$ cat src/rtl/counter_btn_ctrl.sv
// Run/stop/clear/mode control for the up/down counter, with prescaled tick and status-byte TX buffer.
// Define CTRL_AUTOSTOP_EN to saturate and stop at the count limits instead of wrapping.
module counter_btn_ctrl #(
  parameter  int TICK_DIV = 100_000,
  parameter  int CNT_MAX  = 9999,
  localparam int CW       = $clog2(CNT_MAX + 1)
) (
  input  logic          clk,
  input  logic          reset,
  input  logic          i_btn_run,
  input  logic          i_btn_clear,
  input  logic          i_btn_mode,
  output logic [CW-1:0] o_count,
  output logic          o_run,
  output logic          o_dir,
  output logic          o_cnt_tick,
  output logic          o_cnt_clear,
  output logic [7:0]    o_tx_data,
  output logic          o_tx_valid,
  input  logic          i_tx_ready,
  output logic          o_tx_drop
);

  localparam int PW = $clog2(TICK_DIV);

  typedef enum logic [1:0] {
    ST_STOP  = 2'd0,
    ST_RUN   = 2'd1,
    ST_CLEAR = 2'd2
  } state_t;

  state_t          r_state;
  logic [CW-1:0]   r_count;
  logic [PW-1:0]   r_presc;
  logic            r_dir;
  logic            r_run;
  logic            r_cnt_tick;
  logic            r_cnt_clear;
  logic [7:0]      r_tx_data;
  logic            r_tx_valid;
  logic            r_tx_drop;

  state_t          w_state_next;
  logic [CW-1:0]   w_count_next;
  logic [CW-1:0]   w_stepped;
  logic [PW-1:0]   w_presc_next;
  logic            w_dir_next;
  logic            w_step;
  logic            w_tx_load;
  logic            w_clr_evt;

  // Step always uses the pre-command direction.
  assign w_stepped = r_dir ? ((r_count == '0) ? CW'(CNT_MAX) : r_count - CW'(1))
                           : ((r_count == CW'(CNT_MAX)) ? '0 : r_count + CW'(1));

`ifdef CTRL_AUTOSTOP_EN
  logic w_wrap;
  assign w_wrap = r_dir ? (r_count == '0) : (r_count == CW'(CNT_MAX));
`endif

  always_comb begin
    w_state_next = r_state;
    w_count_next = r_count;
    w_presc_next = r_presc;
    w_dir_next   = r_dir;
    w_step       = 1'b0;
    w_tx_load    = 1'b0;
    w_clr_evt    = 1'b0;
    case (r_state)
      ST_CLEAR: w_state_next = ST_STOP;
      default: begin
        if (i_btn_clear) begin
          w_state_next = ST_CLEAR;
          w_count_next = '0;
          w_presc_next = '0;
          w_tx_load    = 1'b1;
          w_clr_evt    = 1'b1;
        end else begin
          if (i_btn_run) begin
            w_tx_load    = 1'b1;
            w_state_next = (r_state == ST_RUN) ? ST_STOP : ST_RUN;
          end else if (i_btn_mode) begin
            w_tx_load  = 1'b1;
            w_dir_next = ~r_dir;
          end
          // A run/stop command freezes the prescaler in its current phase.
          if (r_state == ST_RUN && !i_btn_run) begin
            if (r_presc == PW'(TICK_DIV - 1)) begin
              w_step       = 1'b1;
              w_presc_next = '0;
`ifdef CTRL_AUTOSTOP_EN
              if (w_wrap) begin
                w_state_next = ST_STOP;
                w_tx_load    = 1'b1;
              end else begin
                w_count_next = w_stepped;
              end
`else
              w_count_next = w_stepped;
`endif
            end else begin
              w_presc_next = r_presc + PW'(1);
            end
          end
        end
      end
    endcase
  end

  always_ff @(posedge clk) begin
    if (!reset) begin
      r_state     <= ST_STOP;
      r_count     <= '0;
      r_presc     <= '0;
      r_dir       <= 1'b0;
      r_run       <= 1'b0;
      r_cnt_tick  <= 1'b0;
      r_cnt_clear <= 1'b0;
      r_tx_data   <= '0;
      r_tx_valid  <= 1'b0;
      r_tx_drop   <= 1'b0;
    end else begin
      r_state     <= w_state_next;
      r_count     <= w_count_next;
      r_presc     <= w_presc_next;
      r_dir       <= w_dir_next;
      r_run       <= (w_state_next == ST_RUN);
      r_cnt_tick  <= w_step;
      r_cnt_clear <= (w_state_next == ST_CLEAR);
      r_tx_drop   <= 1'b0;
      if (w_tx_load) begin
        r_tx_data  <= {4'hA, 1'b0, (w_state_next == ST_RUN), w_dir_next, w_clr_evt};
        r_tx_valid <= 1'b1;
        r_tx_drop  <= r_tx_valid & ~i_tx_ready;
      end else if (r_tx_valid && i_tx_ready) begin
        r_tx_valid <= 1'b0;
      end
    end
  end

  assign o_count     = r_count;
  assign o_run       = r_run;
  assign o_dir       = r_dir;
  assign o_cnt_tick  = r_cnt_tick;
  assign o_cnt_clear = r_cnt_clear;
  assign o_tx_data   = r_tx_data;
  assign o_tx_valid  = r_tx_valid;
  assign o_tx_drop   = r_tx_drop;

endmodule

$ cat config.mk
export PLATFORM = sky130hd
export DESIGN_NAME = counter_btn_ctrl
export DESIGN_NICKNAME = d
export VERILOG_FILES = /design/src/rtl/counter_btn_ctrl.sv
export SDC_FILE = /design/constraint.sdc
export NUM_CORES = 1
export LEC_CHECK = 0
export ABC_AREA = 1
export CAP_MARGIN = 20
export CELL_PAD_IN_SITES_DETAIL_PLACEMENT = 0
export CELL_PAD_IN_SITES_GLOBAL_PLACEMENT = 1
export CORE_MARGIN = 2
export CORE_UTILIZATION = 42
export CTS_CLUSTER_SIZE = 12
export DETAILED_ROUTE_END_ITERATION = 8
export MAX_ROUTING_LAYER = met4
export PLACE_DENSITY = 0.9
export SLEW_MARGIN = 20
export SYNTH_ARGS = -nofsm -noshare
export SYNTH_HDL_FRONTEND = slang
export SYNTH_SLANG_ARGS = --single-unit
$ cat constraint.sdc
create_clock -name clk -period 3.8 [get_ports clk]
set_clock_uncertainty 0.05 [all_clocks]
set_input_delay 0.76 -clock clk [delete_from_list [all_inputs] [get_ports clk]]
set_output_delay 0.76 -clock clk [all_outputs]
set_load 0.02 [all_outputs]
# == Word level (Yosys, flattened, before mapping) ==
# Index checks and enable logic that the tools add are counted.
# totals
reg_bits,43
latch_bits,0
mem_bits_rw,0
mem_bits_ro,0
in_bits,6
wordCells,62
memories,0
# op_classes
add_sub_neg,3
multipliers,0
div_mod_pow,0
order_cmp,0
eq_ne,6
shifts,0
muxes,26
bitwise,6
n_reduce_logical,11
# op_table
cell,n
$mux W14,6
$mux W17,3
$add A17 B1 Y17 const B,1
$eq A17 B17 Y1 const B,1
$add A14 B1 Y14 const B,1
$eq A14 B14 Y1 const B,1
$logic_not A14 Y1,1
$mux W1,14
$sub A14 B1 Y14 const B,1
$mux W2,3
$reduce_bool A2 Y1,3
$not A1 Y1,5
$eq A2 B1 Y1 const B,2
$eq A2 B2 Y1 const B,2
$reduce_and A2 Y1,2
$reduce_or A4 Y1,1
$reduce_and A3 Y1,1
$logic_and A1 B1 Y1,2
$and A1 B1 Y1,1
$logic_not A1 Y1,1

# == Longest topological paths before layout ==
# depth
ltp_word,6
mapped_depth,11
mapped_depth_nobuf,11

# == Worst setup path after synthesis ==
# No wires, ideal clock.
# synth_timing
path_kind,input port to flip-flop
startpoint,in i_btn_run
endpoint,reg r_presc[8]
setup_ns,0.115
t_arrival_ns,1.549
t_required_ns,3.635
slack_ns,2.086
path_stages,8
path_buffers,0
path_cell_list,inv_1 -> nand3_1 -> nand2_4 -> inv_2 -> nor3_1 -> nand3_1 -> nand3_1 -> nor2_1
# synth_via
elab_chain_cells,4
# synth_rtl
item,line_no,source
from (decl),10,"input logic i_btn_run,"
$logic_not A1 Y1,87,if (r_state == ST_RUN && !i_btn_run) begin
$logic_and A1 B1 Y1,87,
$reduce_bool A2 Y1 (no line),--,
$reduce_and A2 Y1 (no line),--,
to (signal assigned),125,r_presc <= w_presc_next;
to (decl),34,logic [PW-1:0] r_presc;
# No other way between the ends.
# A chain may end at the register's enable or synchronous reset.

# == Worst setup path in the final report ==
# layout_timing
startpoint,"reg r_dir, in the netlist o_dir"
endpoint,out o_dir
# layout_lines
item,line_no,source
from (decl),35,logic r_dir;
from (signal assigned),126,r_dir <= w_dir_next;
to (decl),15,"output logic o_dir,"
# No word-level cell between the ends.

==> impl_metrics.yaml <==
timing:
  drv_slew: 0
  rsz0062_at_grt: "no"
  fmaxAchievable_mhz: 399
  finalHoldViolations: 0
  worst_slew_pin_slew_ns: 0.556
  relSlewSlack_pct: 62.9
  totalNegativeSetupSlack_ns: 0
  finalSetupViolCount: 0
  post-route-period-util_pct: 66.0
  period_needed_ns: 2.51
  layout_setup_ws_ns: 1.29
global_routing:
  grt_pass1_wl_mm: 12.5
  track_usage_pct: 21.3
  antenna_found_initial: 0
  grt_overflow_total: 0
  grt_max_degree: 27
  first_global_vias: 2753
route:
  dr_total_vias: 2907
  drt-initial-drc-count: 203
  drc: 0
  first_pass_iters: 5
  routedWlPerCell_um: 13.0
  ant_nets: 0
  routed_wl_mm: 7.28
  vias_per_cell: 5.19
floorplan:
  start_util_pct: 44.0
  boundaryPins: 34
  rows: 29
  fp.dieArea_sq_mm: 0.00744
  coreArea_sq_mm: 0.00646
  die_y_um: 86.2
  die_x_um: 86.2
logic_synthesis:
  synth_edf_count: 0
  synth-adder-area-share_pct: 1.32
  synth_top_family_by_area: "simple AND/OR/NAND/NOR gates"
  synth_mux_area_share_pct: 0
  synth_xor_area_share_pct: 2.47
  netlist.top_cell.by_area: "dfxtp_1"
  yosys-top-cells-area: "dfxtp_1 (30%), nand2_1 (14%), nand3_1 (11%), nor2_1 (9.9%), inv_1 (6.5%)"
  ys_ff_latch: 43
  synth_seq_area_share_pct: 30.3
  synthSimpleGateAreaFrac_pct: 47.4
  synth_area_sq_mm: 0.00284
  synth_flop_cell: "dfxtp_1"
  synth-warning-count: 0
  ys_top_cells_by_count: "nand2_1 (107), nor2_1 (75), nand3_1 (65)"
  async_reset_ff_share_pct: 0
  avgSynthCellArea_sq_um: 6.20
  synth_top_cell_area_share_pct: 30.3
  synth_cell_type_count: 38
  synth-compound-area-share_pct: 7.40
  synthCells: 458
  synth.most_common_cell: "nand2_1"
cts:
  cts_buffer_depth: 2
  numCtsBuffers: 5
  cts.clk_slew.worst_paths_ns: 0.08
  clk_latency_ns: 0.30
  postCtsSetupRepairBufs: 0
  post_cts_resized: 0
  holdBufCountCts: 0
  cts_root_buf: "clkbuf_8"
  clock_sinks: 43
  cts_htree_levels: 2
  cts_tree: "done"
setup_path:
  cpPeakStageDelay_ns: 0.72
  startpoint: "o_dir"
  endpoint: "o_dir"
  arrival_ns: 1.70
  rr_startpoint: "o_count[1]"
  regToRegSetupSlack_ns: 1.88
  cp_num_buf_inv: 1
  r2r-end: "o_count[3]"
  slowest_stage: "clkdlybuf4s50_1"
  required_ns: 2.99
  rr_worst_depth: 10
  worstSetupEndpointType: "output pin"
  worstSetupPathDepth: 1
  path_max_fanout: 13
  crit_family: "buffers and inverters"
  path_class: "flop to output pin"
  critPathLaunchType: "flop"
  worstPathCellList: "clkdlybuf4s50_1"
placed_design:
  pre_cts_slack_ns: 1.30
  detailed_place_hpwl_mm: 5.44
  port_buffers: 30
  place_congestion: 0.893
  dp_cells: 552
finish:
  num-nets-final: 491
  drive_above_1_share_pct: 7.45
  diodes: 0
  final_util_pct: 50.8
  fin_cells: 560
  areaGrowthSynthToFinish_pct: 15.5
power_and_ir_drop:
  peakVddDrop_v: 0.000224
  power_leakage_nw: 1.43
  power.density_mw_per_mm2: 301
job:
  cap_violations: 0
status:
  outcome: "finished clean"
worst_hold_path:
  hold_class: "flop to flop"
[stage by stage]
| step | power, W | hold slack [ns] | area [sq um] |
|---|---|---|---|
| after floorplan | 0.000546 | 0.420 | 2850 |
| after global placement | 0.000575 | 0.395 | 3150 |
| after detailed placement | 0.000576 | 0.402 | 3150 |
| after CTS | 0.000999 | 0.420 | 3280 |
| after global routing | 0.00103 | 0.456 | 3280 |
| final | 0.000986 | 0.421 | 3280 |
[registers in the layout (all words and copies together) (netlist names)]
signal       flops
o_count         14
o_tx_drop        1
o_dir            1
o_tx_valid       1
o_cnt_clear      1
r_state          2
o_tx_data        4
o_run            1
o_cnt_tick       1
r_presc         17
[placed cells by master (no fill, tap or decap), types with 2 or more instances in the layout]
master           netlist  final
a21oi_1               11     11
nand2_1              107    107
dfxtp_1               43     43
nand2_2                6      6
nor2_4                 4      4
inv_2                  5      5
bufinv_16              0      2
o21ai_1                3      3
inv_1                 49     49
nand2_4                2      2
ha_1                   3      3
o21ai_0               15     15
nor2_2                 3      3
nand4_1               10     10
nand3b_1               2      2
xor2_1                 7      7
nor3_1                15     15
nand3_2                2      2
clkdlybuf4s50_1        0     30
nand3_1               65     65
nor2_1                75     75
conb_1                 1      3
nor3b_2                2      2
clkbuf_8               0      5
[metal layers]
layer,routed length (um),part of all wire (%),vias to the layer above,GRT usage (%)
met5,0,0,-,-
met1,3360,46,1312,26.7
met3,271,3.7,11,4.10
li1,-,-,1517,-
met4,110,1.5,0,5.54
met2,3530,48,67,35.6
[layout make-up]
cell class	instances	area, sq um
clock buffer	6	72.6
sequential	43	861
inverter	55	206
clock inverter	2	60.1
tap	77	96.3
timing repair buffer	31	308
multi-input combinational	346	1680
fill	689	3180
[where the power goes]
group	switching [W]	total, W	leakage [nW]	internal, W
Sequential	0.00000893	0.000470	0.349	0.000461
Combinational	0.0000614	0.0000955	1.01	0.0000340
Clock	0.000158	0.000421	0.0654	0.000263
Total	0.000229	0.000986	1.43	0.000757
[worst min-delay path by stage]
| stage | start | to | slack, ns | cells past startpoint |
|---|---|---|---|---|
| 2_1_floorplan | r_presc[0] | r_presc[0] | 0.42 | 2 |
| 3_3_place_gp | o_tx_data[5] | o_tx_data[5] | 0.39 | 2 |
| 3_5_place_dp | o_tx_valid | o_tx_drop | 0.40 | 2 |
| 4_1_cts | o_tx_data[5] | o_tx_data[5] | 0.42 | 2 |
| 5_1_grt | o_tx_data[5] | o_tx_data[5] | 0.46 | 2 |
| 6_report | o_tx_data[5] | o_tx_data[5] | 0.42 | 2 |
[cells by family (layout without fill, tap and decap cells)]
group	count (synthesis)	after routing
AOI/OAI and AO/OA	37	37
DFF	43	43
adders and majority gates	3	3
other	1	3
xor gates and xnor gates	8	8
buffers and inverters	71	94
and+or+nand+nor	295	295
No activity file was read; power rests on OpenSTA's default activity.
